===== config.mk =====
export PLATFORM = sky130hd
export DESIGN_NAME = cfg_membank_loader
export DESIGN_NICKNAME = d
export VERILOG_FILES = /design/src/rtl/cfg_membank_pkg.sv /design/src/rtl/cfg_row_assembler.sv /design/src/rtl/cfg_membank_loader.sv
export SDC_FILE = /design/constraint.sdc
export NUM_CORES = 1
export LEC_CHECK = 0
export ABC_AREA = 1
export BUFFER_PORTS_ARGS = -buffer_cell sky130_fd_sc_hd__buf_2
export CAP_MARGIN = 20
export CELL_PAD_IN_SITES_DETAIL_PLACEMENT = 1
export CELL_PAD_IN_SITES_GLOBAL_PLACEMENT = 1
export CORE_AREA = 2 2 373 375
export DETAILED_ROUTE_END_ITERATION = 16
export DIE_AREA = 0 0 375 377
export GPL_TIMING_DRIVEN = 0
export PLACE_DENSITY_LB_ADDON = 0.1
export SLEW_MARGIN = 0
export SYNTH_ARGS = -nofsm -noshare
export SYNTH_HDL_FRONTEND = slang
export SYNTH_SLANG_ARGS = --single-unit

===== constraint.sdc =====
create_clock -name clk -period 3 [get_ports clk]
set_clock_uncertainty 0.05 [all_clocks]
set_input_delay 0.15 -clock clk [delete_from_list [all_inputs] [get_ports clk]]
set_output_delay 0.15 -clock clk [all_outputs]
set_load 0.05 [all_outputs]

===== src/rtl/cfg_membank_pkg.sv =====
// ============================================================================
// Module  : cfg_membank_pkg
// Brief   : Shared types, default widths and helpers for the memory-bank
//           configuration loader (optional feature macro: CFG_CHECKSUM_EN).
// Revision: 1.0  initial release
// ============================================================================
`default_nettype none

package cfg_membank_pkg;

    localparam int c_BL_W_DEFAULT     = 514;
    localparam int c_WL_W_DEFAULT     = 407;
    localparam int c_DATA_W_DEFAULT   = 32;
    localparam int c_WL_PULSE_DEFAULT = 2;

    typedef enum logic [2:0] {
        ST_IDLE  = 3'd0,
        ST_LOAD  = 3'd1,
        ST_SETUP = 3'd2,
        ST_PULSE = 3'd3,
        ST_HOLD  = 3'd4,
        ST_CHECK = 3'd5,
        ST_DONE  = 3'd6,
        ST_ERROR = 3'd7
    } state_t;

    function automatic int words_per_row(input int bl_w, input int data_w);
        return (bl_w + data_w - 1) / data_w;
    endfunction

endpackage

`default_nettype wire


===== src/rtl/cfg_row_assembler.sv =====
// ============================================================================
// Module  : cfg_row_assembler
// Brief   : Collects stream words into one BL_W-bit row; word k bit j lands
//           on row bit k*DATA_W+j, bits past BL_W are dropped.
// Revision: 1.0  initial release
// ============================================================================
`default_nettype none

module cfg_row_assembler
    import cfg_membank_pkg::*;
#(
    parameter int BL_W   = c_BL_W_DEFAULT,
    parameter int DATA_W = c_DATA_W_DEFAULT,
    parameter int WPR    = words_per_row(BL_W, DATA_W),
    parameter int CNT_W  = $clog2(WPR + 1)
) (
    input  logic              clk,
    input  logic              rst,
    input  logic              i_clear,
    input  logic              i_wr_en,
    input  logic [DATA_W-1:0] i_wr_data,
    output logic [0:BL_W-1]   o_row_data,
    output logic [CNT_W-1:0]  o_word_cnt
);

    logic [CNT_W-1:0] r_word_cnt;
    logic [0:BL_W-1]  r_row;
    logic             w_last;

    assign w_last = (r_word_cnt == CNT_W'(WPR - 1));

    // Count wraps at the end of each row so the next row starts at word 0.
    always_ff @(posedge clk) begin
        if (rst || i_clear) begin
            r_word_cnt <= '0;
        end else if (i_wr_en) begin
            r_word_cnt <= w_last ? '0 : r_word_cnt + CNT_W'(1);
        end
    end

    // Iterating over real row bits only means padding bits have no storage.
    always_ff @(posedge clk) begin
        if (rst || i_clear) begin
            r_row <= '0;
        end else if (i_wr_en) begin
            for (int i = 0; i < BL_W; i++) begin
                if (r_word_cnt == CNT_W'(i / DATA_W)) begin
                    r_row[i] <= i_wr_data[i % DATA_W];
                end
            end
        end
    end

    assign o_row_data = r_row;
    assign o_word_cnt = r_word_cnt;

endmodule

`default_nettype wire


===== src/rtl/cfg_membank_loader.sv =====
// ============================================================================
// Module  : cfg_membank_loader
// Brief   : Streams a bitstream into the fabric memory bank row by row,
//           strobing one word line per row, then releases fabric reset.
//           Define CFG_CHECKSUM_EN to require an XOR trailer word.
// Revision: 1.0  initial release
// ============================================================================
`default_nettype none

module cfg_membank_loader
    import cfg_membank_pkg::*;
#(
    parameter int BL_W     = c_BL_W_DEFAULT,
    parameter int WL_W     = c_WL_W_DEFAULT,
    parameter int DATA_W   = c_DATA_W_DEFAULT,
    parameter int WL_PULSE = c_WL_PULSE_DEFAULT
) (
    input  logic              clk,
    input  logic              reset,
    input  logic              cfg_start,
    input  logic [DATA_W-1:0] s_data,
    input  logic              s_valid,
    output logic              s_ready,
    output logic [0:BL_W-1]   bl_config_region,
    output logic [0:WL_W-1]   wl_config_region,
    output logic              global_resetn,
    output logic              cfg_busy,
    output logic              cfg_done,
    output logic              cfg_err
);

    localparam int c_WPR     = words_per_row(BL_W, DATA_W);
    localparam int c_CNT_W   = $clog2(c_WPR + 1);
    localparam int c_ROW_W   = $clog2(WL_W + 1);
    localparam int c_PULSE_W = $clog2(WL_PULSE + 1);

    state_t               r_state;
    state_t               w_next_state;
    logic [c_ROW_W-1:0]   r_row;
    logic [c_PULSE_W-1:0] r_pulse_cnt;
    logic [0:BL_W-1]      w_row_data;
    logic [c_CNT_W-1:0]   w_word_cnt;
    logic                 w_last_word;
    logic                 w_last_row;
    logic                 w_start_load;
    logic                 w_wr_en;
    logic                 w_drive_bl;
    logic                 w_pulse;
`ifdef CFG_CHECKSUM_EN
    logic [DATA_W-1:0]    r_csum;
`endif

    cfg_row_assembler #(
        .BL_W   (BL_W),
        .DATA_W (DATA_W),
        .WPR    (c_WPR),
        .CNT_W  (c_CNT_W)
    ) u_row_asm (
        .clk        (clk),
        .rst        (reset),
        .i_clear    (w_start_load),
        .i_wr_en    (w_wr_en),
        .i_wr_data  (s_data),
        .o_row_data (w_row_data),
        .o_word_cnt (w_word_cnt)
    );

    assign w_last_word = (w_word_cnt == c_CNT_W'(c_WPR - 1));
    assign w_last_row  = (r_row == c_ROW_W'(WL_W - 1));

    always_ff @(posedge clk) begin
        if (reset) begin
            r_state <= ST_IDLE;
        end else begin
            r_state <= w_next_state;
        end
    end

    always_comb begin
        w_next_state  = r_state;
        w_start_load  = 1'b0;
        w_wr_en       = 1'b0;
        w_drive_bl    = 1'b0;
        w_pulse       = 1'b0;
        s_ready       = 1'b0;
        cfg_busy      = 1'b1;
        cfg_done      = 1'b0;
        global_resetn = 1'b0;
        case (r_state)
            ST_IDLE: begin
                cfg_busy = 1'b0;
                if (cfg_start) begin
                    w_start_load = 1'b1;
                    w_next_state = ST_LOAD;
                end
            end
            ST_LOAD: begin
                s_ready = 1'b1;
                w_wr_en = s_valid;
                if (s_valid && w_last_word) begin
                    w_next_state = ST_SETUP;
                end
            end
            ST_SETUP: begin
                w_drive_bl   = 1'b1;
                w_next_state = ST_PULSE;
            end
            ST_PULSE: begin
                w_drive_bl = 1'b1;
                w_pulse    = 1'b1;
                if (r_pulse_cnt == c_PULSE_W'(WL_PULSE - 1)) begin
                    w_next_state = ST_HOLD;
                end
            end
            ST_HOLD: begin
                w_drive_bl = 1'b1;
                if (w_last_row) begin
`ifdef CFG_CHECKSUM_EN
                    w_next_state = ST_CHECK;
`else
                    w_next_state = ST_DONE;
`endif
                end else begin
                    w_next_state = ST_LOAD;
                end
            end
`ifdef CFG_CHECKSUM_EN
            ST_CHECK: begin
                s_ready = 1'b1;
                if (s_valid) begin
                    w_next_state = (s_data == r_csum) ? ST_DONE : ST_ERROR;
                end
            end
            ST_ERROR: begin
                cfg_busy = 1'b0;
                if (cfg_start) begin
                    w_start_load = 1'b1;
                    w_next_state = ST_LOAD;
                end
            end
`endif
            ST_DONE: begin
                cfg_busy      = 1'b0;
                cfg_done      = 1'b1;
                global_resetn = 1'b1;
                if (cfg_start) begin
                    w_start_load = 1'b1;
                    w_next_state = ST_LOAD;
                end
            end
            default: begin
                w_next_state = ST_IDLE;
            end
        endcase
    end

    always_ff @(posedge clk) begin
        if (reset) begin
            r_row       <= '0;
            r_pulse_cnt <= '0;
        end else begin
            if (w_start_load) begin
                r_row <= '0;
            end else if (r_state == ST_HOLD && !w_last_row) begin
                r_row <= r_row + c_ROW_W'(1);
            end
            r_pulse_cnt <= (r_state == ST_PULSE) ? r_pulse_cnt + c_PULSE_W'(1) : '0;
        end
    end

`ifdef CFG_CHECKSUM_EN
    // Running XOR covers only row words; the trailer itself is never folded in.
    always_ff @(posedge clk) begin
        if (reset || w_start_load) begin
            r_csum <= '0;
        end else if (w_wr_en) begin
            r_csum <= r_csum ^ s_data;
        end
    end

    assign cfg_err = (r_state == ST_ERROR);
`else
    assign cfg_err = 1'b0;
`endif

    assign bl_config_region = w_drive_bl ? w_row_data : '0;

    generate
        for (genvar i = 0; i < WL_W; i++) begin : g_wl_decode
            assign wl_config_region[i] = w_pulse && (r_row == c_ROW_W'(i));
        end
    endgenerate

endmodule

`default_nettype wire


==> metrics.yaml <==
run_status:
  outcome: "finished, final reports clean"
cts:
  htreeDepth: 3
  clock_latency_ns: 0.64
  clk_pin_slew_ns: 0.05
  numClockSinks: 533
  root_buffer: "clkbuf_16"
  cts_tree: "built"
  clk_path_buf_depth: 3
  numCtsBuffers: 73
grt:
  grtUsageTotal_pct: 23.6
  grt_start_max_net_pins: 12
  grt_pass1_wl_um: 235000
  grt_overflow: 0
  grt_antenna_before_repair: 21
  grt_pass1_vias: 28600
power:
  p_leak_uw: 0.0144
  p_int_uw: 13500
  power_frac_clock_pct: 45.6
  vdd_ir_drop_max_mv: 0.342
  power_density_nw_per_um2: 564
  power_frac_seq_pct: 35.9
  p_switching_uw: 6630
  p_comb_share_pct: 18.5
  switching_share_pct: 32.9
logic_synthesis:
  synth.largest_area_cell: "dfxtp_1"
  synth_nets: 3653
  synth_compound_area_share_pct: 21.7
  yosysWarnings: 0
  yosysSeqAreaShare_pct: 44.1
  synthAdderAreaFrac_pct: 0.569
  syn_area_um2: 24200
  synth_xor_area_share_pct: 0.145
  synth_simple_gate_area_share_pct: 18.6
  synth_top_family_by_area: "compound AO/OA/AOI/OAI gates"
  syn_inst: 3606
  synth_area_leaders: "dfxtp_1 44%, nor2_1 12%, a21oi_1 11%"
  synth_cell_types: 28
  synth_top_area_share_pct: 44.1
  avgSynthCellArea_um2: 6.71
  ys_seq_elements: 533
  muxShareOfSynthArea_pct: 0
finish:
  layout_common_cells: "948 x buf_2, 743 x nor2_1, 570 x inv_1"
  area_growth_pct: 47.5
  final_common_cell: "buf_2"
  fillerInstances: 17100
  postLayoutCoreUtil_pct: 26.1
  nets: 4762
  fin_area_um2: 35700
  drive_gt1_share_pct: 29.5
drt:
  drt_iter0_markers: 1482
  remaining_drc_errors: 0
  via_per_inst: 4.36
  drt_pass1_iterations: 5
  num_vias: 28700
  postRouteAntennaNets: 0
  drt_wl_total_um: 174000
  wl_per_cell_um: 26.4
placement:
  gp_congestion: 0.839
  dpl_cell_area_um2: 31800
  place_ws_ns: -0.365
  port_buffers: 960
  dp_hpwl_um: 140000
sta:
  post-route-period-util_pct: 95.9
  tightest_slew_ns: 0.733
  rsz0062_at_grt: "true"
  finalSetupViolCount: 0
  max_slew_margin_pct: 51.2
  fin_crit_ns: 2.88
  max_freq_mhz: 348
  finalWorstSetupSlack_ns: 0.122
  slew_violations: 0
  finalHoldViolations: 0
floorplan:
  design.die.area_um2: 141000
  start_util_pct: 17.7
  die_w_um: 375
  core_area_um2: 137000
  row_count: 136
  die_h_um: 377
  io_pins: 962
critical_path:
  path_cells: "inv_1, ha_1, inv_1, nor2_1, inv_1, clkbuf_2, nor2_1, buf_2"
  cp.arrival_ns: 2.68
  start_kind: "register"
  crit_slowest_cell: "inv_1"
  critPathKind: "register to output port"
  path_delay_family: "buffers and inverters"
  end_kind: "output port"
  critical_path_buf_inv_count: 5
  slowest_delay_ns: 0.43
  cpMostUsedCell: "inv_1"
  cp_max_fo: 10
  crit_required_ns: 2.80
run:
  drv_cap: 0
min_path:
  hp-class: "primary input to register"
==> flip-flops by register name, summed over array words and instances (netlist names) <==
register / flops
u_row_asm.o_word_cnt: 5
r_state: 3
r_row: 9
r_pulse_cnt: 2
u_row_asm.o_row_data: 514
==> metrics by stage <==
stage | setup TNS [ns] | total power [µW] | hold slack, ns | cells
floorplan | 0 | 9400 | 0.169 | 3606
global placement | -3.47 | 10900 | 0.377 | 6360
detailed placement | -2.77 | 11000 | 0.376 | 6391
CTS | 0 | 20500 | 0.0397 | 6565
global route | -0.0365 | 21100 | 0.137 | 6569
finish | 0 | 20100 | 0.0953 | 6575
==> cells in the mapped netlist <==
cell type	number
nor2_1	786
inv_1	575
dfxtp_1	533
a21oi_1	528
o21ai_0	520
nor3_1	192
clkbuf_1	184
buf_2	120
nand2_1	79
buf_1	19
nand3_1	16
ha_1	11
nand3_2	11
inv_2	9
nand2_2	4
xor2_1	4
buf_4	3
nand4_1	2
a21oi_4	1
buf_6	1
clkinv_1	1
conb_1	1
nor2_2	1
nor2_4	1
nor3_2	1
nor3_4	1
nor4_1	1
or2_2	1
==> routing by layer <==
layer  GRT usage [%]  wire [µm]  vias up  share of wire [%]
met3            4.48       9120      143                5.2
met4            5.65       3910        0                2.2
met2            42.9      88400      844                 51
met5               0          0        -                  0
met1            28.4      72500    14100                 42
li1                -          -    13600                  -
==> layout make-up <==
class | count | area [µm²] | share of cell area (%)
Sequential cell | 533 | 10700 | 29.9
Multi-Input combinational cell | 2161 | 10400 | 29.0
Timing Repair Buffer | 1034 | 6140 | 17.2
Tap cell | 1794 | 2240 | 6.29
Inverter | 585 | 2210 | 6.19
Clock buffer | 105 | 2140 | 5.99
Buffer | 327 | 1540 | 4.32
Clock inverter | 30 | 368 | 1.03
Antenna cell | 6 | 15.0 | 0.0421
==> worst min-delay path: cells and delay by family <==
kind / cells / cell delay [ns]
simple gates: 2 / 0.13
compound gates: 1 / 0.06
buf+inv: 3 / 0.39
==> worst paths after layout <==
kind | cells after the start | slack [ns] | to | startpoint
worst max-delay path | 8 | 0.12 | wl_config_region[33] | r_row[1]
worst min-delay path | 6 | 0.1 | u_row_asm.o_word_cnt[0] | s_valid
worst max register to register | 8 | 0.42 | u_row_asm.o_row_data[25] | r_state[0]
worst min register to register | 1 | 0.38 | r_pulse_cnt[0] | r_pulse_cnt[0]
==> logic make-up (layout without fill, tap and decap cells) <==
| kind of cell | Yosys count | after routing |
|---|---|---|
| AO/OA/AOI/OAI | 1049 | 1049 |
| AND/OR/NAND/NOR | 1096 | 1096 |
| adder cells (fa/ha/maj) | 11 | 11 |
| XOR/XNOR | 4 | 4 |
| buffers and inverters | 912 | 2081 |
| flip-flops | 533 | 533 |
| other | 1 | 7 |
==> power groups by stage <==
| stage | sequential, µW | combinational [µW] | clock, µW |
|---|---|---|---|
| after floorplan | 7360 | 2040 | 0 |
| after global placement | 7370 | 3550 | 0 |
| after detailed placement | 7370 | 3650 | 0 |
| after CTS | 7220 | 3810 | 9460 |
| after global routing | 7230 | 4120 | 9750 |
| final | 7220 | 3720 | 9180 |
==> repair_timing <==
action | 4_1_cts | 5_1_grt
hold buffers | 35 | 0
cloned | 0 | 0
gates resized for setup | 245 | 138
hold endpoints to repair | 193 | 0
endpoints found under the setup margin | 851 | 296
setup buffers | 4 | 4
pin swaps | 2 | 2
Power figures use the tool's default switching activity.
